--- src/rtl/tft_console.sv ---
// tft_console: byte-stream terminal writer driving a COLS x ROWS TFT text memory write port.
// Define TFT_CONSOLE_CLEAR_ON_RESET_EN to blank the whole screen after reset release.
module tft_console #(
  parameter int unsigned COLS       = 80,
  parameter int unsigned ROWS       = 32,
  parameter int unsigned ADDR_WIDTH = 12,
  parameter logic [7:0]  BLANK_CHAR = 8'h20
) (
  input  logic                  clk,
  input  logic                  reset_n,
  input  logic                  char_valid,
  input  logic [7:0]            char_data,
  output logic                  char_ready,
  output logic                  wr_en,
  output logic [ADDR_WIDTH-1:0] wr_addr,
  output logic [7:0]            wr_data,
  output logic [4:0]            cursor_row,
  output logic [6:0]            cursor_col,
  output logic                  busy
);

  localparam logic [ADDR_WIDTH-1:0] ColsA    = ADDR_WIDTH'(COLS);
  localparam logic [ADDR_WIDTH-1:0] LastCell = ADDR_WIDTH'(ROWS * COLS - 1);
  localparam logic [6:0]            LastCol  = 7'(COLS - 1);
  localparam logic [4:0]            LastRow  = 5'(ROWS - 1);

  typedef enum logic [1:0] {StIdle, StClearLine, StClearScreen} state_e;

`ifdef TFT_CONSOLE_CLEAR_ON_RESET_EN
  localparam state_e ResetState = StClearScreen;
`else
  localparam state_e ResetState = StIdle;
`endif

  state_e                  state_q, state_d;
  logic [4:0]              row_q, row_d;
  logic [6:0]              col_q, col_d;
  logic                    wr_en_q, wr_en_d;
  logic [ADDR_WIDTH-1:0]   wr_addr_q, wr_addr_d;
  logic [7:0]              wr_data_q, wr_data_d;
  logic [ADDR_WIDTH-1:0]   clr_addr_q, clr_addr_d;
  logic [ADDR_WIDTH-1:0]   clr_last_q, clr_last_d;

  logic                    accept;
  logic                    advance;
  logic [4:0]              next_row;
  logic [ADDR_WIDTH-1:0]   row_base;
  logic [ADDR_WIDTH-1:0]   next_base;

  assign char_ready = (state_q == StIdle) && reset_n;
  assign accept     = char_valid && char_ready;
  assign next_row   = (row_q == LastRow) ? 5'd0 : row_q + 5'd1;
  assign row_base   = ADDR_WIDTH'(row_q) * ColsA;
  assign next_base  = ADDR_WIDTH'(next_row) * ColsA;

  always_comb begin
    state_d    = state_q;
    row_d      = row_q;
    col_d      = col_q;
    wr_en_d    = 1'b0;
    wr_addr_d  = wr_addr_q;
    wr_data_d  = wr_data_q;
    clr_addr_d = clr_addr_q;
    clr_last_d = clr_last_q;
    advance    = 1'b0;

    unique case (state_q)
      StIdle: begin
        if (accept) begin
          if (char_data >= 8'h20 && char_data <= 8'h7e) begin
            wr_en_d   = 1'b1;
            wr_addr_d = row_base + ADDR_WIDTH'(col_q);
            wr_data_d = char_data;
            if (col_q == LastCol) begin
              col_d   = 7'd0;
              advance = 1'b1;
            end else begin
              col_d = col_q + 7'd1;
            end
          end else begin
            case (char_data)
              8'h0d: col_d = 7'd0;
              8'h08: begin
                if (col_q != 7'd0) begin
                  col_d     = col_q - 7'd1;
                  wr_en_d   = 1'b1;
                  wr_addr_d = row_base + ADDR_WIDTH'(col_q - 7'd1);
                  wr_data_d = BLANK_CHAR;
                end
              end
              8'h0a: begin
                col_d   = 7'd0;
                advance = 1'b1;
              end
              8'h0c: begin
                row_d      = 5'd0;
                col_d      = 7'd0;
                state_d    = StClearScreen;
                clr_addr_d = '0;
                clr_last_d = LastCell;
              end
              default: ;
            endcase
          end
          // No scrolling: the row wraps to the top and the new line is blanked.
          if (advance) begin
            row_d      = next_row;
            state_d    = StClearLine;
            clr_addr_d = next_base;
            clr_last_d = next_base + ColsA - ADDR_WIDTH'(1);
          end
        end
      end
      StClearLine, StClearScreen: begin
        wr_en_d    = 1'b1;
        wr_addr_d  = clr_addr_q;
        wr_data_d  = BLANK_CHAR;
        clr_addr_d = clr_addr_q + ADDR_WIDTH'(1);
        if (clr_addr_q == clr_last_q) state_d = StIdle;
      end
      default: state_d = StIdle;
    endcase
  end

  always_ff @(posedge clk or negedge reset_n) begin
    if (!reset_n) begin
      state_q    <= ResetState;
      row_q      <= 5'd0;
      col_q      <= 7'd0;
      wr_en_q    <= 1'b0;
      wr_addr_q  <= '0;
      wr_data_q  <= 8'd0;
      clr_addr_q <= '0;
      clr_last_q <= LastCell;
    end else begin
      state_q    <= state_d;
      row_q      <= row_d;
      col_q      <= col_d;
      wr_en_q    <= wr_en_d;
      wr_addr_q  <= wr_addr_d;
      wr_data_q  <= wr_data_d;
      clr_addr_q <= clr_addr_d;
      clr_last_q <= clr_last_d;
    end
  end

  assign wr_en      = wr_en_q;
  assign wr_addr    = wr_addr_q;
  assign wr_data    = wr_data_q;
  assign cursor_row = row_q;
  assign cursor_col = col_q;
  assign busy       = (state_q != StIdle);

endmodule

--- config.mk ---
export PLATFORM = sky130hd
export DESIGN_NAME = tft_console
export DESIGN_NICKNAME = d
export VERILOG_FILES = /design/src/rtl/tft_console.sv
export SDC_FILE = /design/constraint.sdc
export NUM_CORES = 1
export LEC_CHECK = 0
export ABC_AREA = 1
export BUFFER_PORTS_ARGS = -buffer_cell sky130_fd_sc_hd__buf_2
export CORE_MARGIN = 5
export CORE_UTILIZATION = 60
export DETAILED_ROUTE_END_ITERATION = 8
export HOLD_SLACK_MARGIN = 0.02
export PLACE_DENSITY = 0.81
export SETUP_SLACK_MARGIN = 0.15
export SLEW_MARGIN = 5
export SYNTH_ARGS = -nofsm -noshare
export SYNTH_HDL_FRONTEND = slang
export SYNTH_SLANG_ARGS = --single-unit
--- constraint.sdc ---
create_clock -name clk -period 8.4 [get_ports clk]
set_clock_uncertainty 0.2 [all_clocks]
set_input_delay 1.26 -clock clk [delete_from_list [all_inputs] [get_ports clk]]
set_output_delay 1.26 -clock clk [all_outputs]
set_load 0.005 [all_outputs]
Yosys cells after proc, flatten, opt, wreduce, memory -nomap -nowiden
Index checks and enable logic that the tools add are counted.

word-level totals
  output and inout bits = 35
  register bits = 59
  input bits = 11

cells by class
  multiplexer cells = 42
  reductions and logical operators = 16
  add/subtract/negate cells = 9
  $lt $le $gt $ge = 2
  $mul = 2
  eq/ne operators = 17

operator list
  kind                   number
  $mux 12                11
  $pmux 12 s2            2
  $eq 8x4->1 const B     4
  $mux 8                 4
  $mux 7                 3
  $mux 5                 4
  $reduce_and 4->1       5
  $mul 5x3->8 const B    2
  $pmux 8 s2             1
  $pmux 7 s2             1
  $add 12x1->12 const B  1
  $add 12x12->12         1
  $add 12x7->12          1
  $add 12x7->12 const B  1
  $eq 12x12->1           1
  $sub 12x1->12 const B  1
  $mux 2                 5
  $mux 1                 9
  $ne 3x1->1 const B     3
  $ge 8x6->1 const B     1
  $le 8x7->1 const B     1
  $sub 7x1->8 const B    1
  $add 7x1->7 const B    1
  $eq 7x7->1 const B     1
  other kinds (18)       23

Longest topological paths before layout
  depth after elaboration = 8
  depth in mapped cells = 18
  gate-level depth less buffers = 18

Worst setup path before layout
OpenSTA, ideal clock, no wires.

  path kind = in2reg
  start point = input char_data[2]
  end point = register wr_addr_q[9] (netlist: wr_addr[9])
  data arrival time = 3055 ps
  path slack = 5028 ps
  stages = 17
  path through = nand2_1 -> nor2_2 -> nand2_2 -> nand3_2 -> buf_6 -> buf_6 -> o211ai_1 -> o21ai_0 -> ha_1 -> nand3_1 -> nand3_1 -> a21oi_1 -> or2_2 -> nand3_1 -> nand2_1 -> nand2_1 -> nand2_1

on the way
  cells in the longest elaborated chain, start to end = 5
  elaborated cells on any way between the ends = 10
  classes of those cells = order compare: 2; eq/ne: 3; mux: 3; reduce/logical: 2

RTL lines
  what                                             RTL line  RTL
  start: declaration                               12        input logic [7:0] char_data,
  $ge 8x6->1 / $le 8x7->1 (equally long branches)  70        if (char_data >= 8'h20 && char_data <= 8'h7e) begin
  $logic_and 1x1->1                                70
  $mux 12                                          70
  $mux 12                                          69        if (accept) begin
  $pmux 12 s2                                      67        unique case (state_q)
  end signal: assignment                           140       wr_addr_q <= wr_addr_d;
  end: declaration                                 39        logic [ADDR_WIDTH-1:0] wr_addr_q, wr_addr_d;

Several ways; a longest one is shown, not always the timed one. The select of a mux whose other input is x is not followed.
A chain may end at the register's enable or synchronous reset.

Worst setup path in the final report
  start point = input reset_n
  end point = output char_ready

on the way
  cells in the longest elaborated chain, start to end = 1

RTL lines
  what                RTL line  RTL
  start: declaration  10        input logic reset_n,
  $logic_and 1x1->1   50        assign char_ready = (state_q == StIdle) && reset_n;
  end: declaration    13        output logic char_ready,

No other way between the ends.

==> results.yml <==
status:
  status: "complete, no violations"
sta:
  finalWorstSetupSlack_ns: 4.70
  grt_setup_unrepaired: "false"
  slew_headroom_pct: 50.5
  drv_slew: 0
  fmax_mhz: 270
  final.setup.tns_ns: 0
  setup_viol: 0
  min_period_ns: 3.70
  period_share_pct: 44.1
  hold_viol_final: 0
  worstMarginPinSlew_ns: 0.743
finish:
  final_cells: 729
  fin_area_mm2: 0.00463
  antenna_cells: 0
  fillers: 684
  drive_gt1_share_pct: 17.3
  area_growth_pct: 7.43
  nets: 670
worst_hold_path:
  min_path_type: "reg2reg"
clock_network:
  cts_resized: 0
  cts_max_level: 2
  path_clk_slew_ns: 0.11
  clock_latency_ns: 0.32
  cts_buffer_depth: 2
  cts_tree: "built"
  postCtsSetupBuffers: 0
  cts-hold-fix-buffers: 0
  cts_made_buffers: 5
  numClockSinks: 55
  cts_root_buf: "clkbuf_8"
worst_setup_path:
  critPathMaxFanout: 56
  critPathArrivalTime_ns: 2.24
  critical_path_class: "in2out"
  crit_path_end_kind: "output port"
  crit_required_ns: 6.94
  start_kind: "input pin"
  crit_top_cell: "buf_2"
  critPathSlowestCell: "buf_4"
  cp_num_buf_inv: 4
  worstPathCellList: "buf_2 > buf_4 > nand2_4 > inv_1 > buf_2"
  critPathTopFamily: "buffers and inverters"
  slowest_delay_ns: 0.58
power:
  p_leak_uw: 0.00252
  powerDensity_mw_per_mm2: 274
  ir_drop_v: 0.000119
  p_total_uw: 1270
synth:
  ys_seq_elements: 55
  synth_area_leaders: "dfrtp_1 (28%), nand2_1 (15%), ha_1 (7.8%), nand3_1 (6.5%), nor2_1 (5.5%)"
  ys.warnings.count: 0
  syn_area_mm2: 0.00431
  synth_cell_types: 40
  synthesis.nets: 634
  synth_ff_type: "dfrtp_1"
  synth-seq-area-share_pct: 32.1
  syn_area_per_cell_um2: 7.27
  yosysTopAreaCell: "dfrtp_1"
  async_flop_share_pct: 100
  synth-edff-count: 0
  synthCells: 593
  synth_top_area_share_pct: 28.4
grt:
  grt_pass1_wl_mm: 18.1
  overflow: 0
  grt.total_usage_pct: 25.5
  antenna_found_initial: 0
  grt_max_degree: 57
  grt_pass1_vias: 3891
die:
  fp.dieH_um: 94.8
  pin_count: 46
  coreArea_mm2: 0.00714
  die_width_um: 94.8
  num_rows: 31
  start_util_pct: 60.4
  design.die.area_mm2: 0.00898
routing:
  dr.pass1.iters: 5
  ant_nets: 0
  post_drt_via_cell_ratio: 5.58
  drt_wl_total_mm: 10.9
  post-route-drc-count: 0
  drtIter0Drc: 268
  wl_per_cell_um: 14.9
  vias: 4070
placement:
  dp_slack_ns: 4.57
  portBuffers: 45
  gp_congestion: 0.893
  dp.final_hpwl_mm: 8.35
  placed_cell_area_mm2: 0.00453
  place_inst: 721
run:
  drv_cap: 0
[Yosys cell counts, types with 6 or more instances]
library cell / count
a21oi_1: 15
buf_6: 8
nor3_1: 11
o21ai_0: 20
nand3_1: 56
xor2_1: 18
o21ai_2: 12
clkbuf_1: 6
nand2_2: 10
nand2_1: 167
dfrtp_1: 49
ha_1: 27
dfstp_2: 6
o21ai_1: 7
inv_1: 60
nor2_1: 63
[cell type report]
cell class              instances  area (µm²)  area share (%)
multi-input cells             455        2540            54.9
flip-flops and latches         55        1380            29.9
inverters                      65         244            5.27
repair buffers                 47         240            5.19
well taps                      99         124            2.67
clock buffers                   5        68.8            1.49
clock inverters                 3        27.5           0.594
[sequential cells by signal, indices dropped and copies added (netlist names)]
register / cells
clr_last_q: 8
clr_addr_q: 12
state_q: 2
wr_data: 8
wr_addr: 12
wr_en: 1
cursor_row: 5
cursor_col: 7
[cells in the final DEF, fill, tap and decap left out, drive strengths merged, types with 6 or more instances in the layout]
master	count
a21oi	16
buf	47
dfrtp	49
dfstp	6
ha	27
inv	66
nand2	179
nand3	62
nand4	7
nor2	69
nor3	12
o21ai	39
xor2	18
[cells by family after synthesis]
kind of cell / Yosys count / synth area share, %
simple gates: 334 / 35.3
buf+inv: 83 / 8.91
compound gates: 67 / 9.46
flops: 55 / 32.1
fa+ha+maj: 30 / 9.23
xor+xnor: 21 / 4.27
mux: 3 / 0.697
[power breakdown]
group / internal (µW) / switching, µW / total, µW
clock: 62.1 / 100 / 162
combinational: 252 / 437 / 689
sequential: 345 / 70.8 / 416
[worst paths after layout]
path	from	endpoint	slack, ns	cells past startpoint
hold reg to reg	wr_data[4]	wr_data[4]	0.29	2
setup reg to reg	cursor_row[0]	clr_last_q[10]	4.97	14
setup / recovery	reset_n	char_ready	4.70	5
min in group asynchronous	reset_n	cursor_col[4]	0.88	2
max in group asynchronous	reset_n	clr_addr_q[0]	6.64	2
hold / removal	wr_data[4]	wr_data[4]	0.29	2
[layer usage]
metal	up-vias	GRT usage, %	wire length [µm]
li1	1989	-	-
met1	1910	33.7	4830
met2	149	43.4	5190
met3	22	3.51	590
met4	0	7.69	258
met5	-	0	0
[per-stage QoR]
| step | hold WS (ns) | utilization [%] |
|---|---|---|
| after floorplan | 0.264 | - |
| after global placement | 0.260 | 63.5 |
| after detailed placement | 0.263 | 63.5 |
| after CTS | 0.290 | 64.9 |
| after global routing | 0.306 | 64.9 |
| final | 0.288 | 64.9 |
[tightest hold or removal path: stages (launching register included)]
cell and delay [ns]:
dfrtp_1 0.35, nand2_1 0.06, o21ai_2 0.05
No activity file was read; power rests on OpenSTA's default activity.
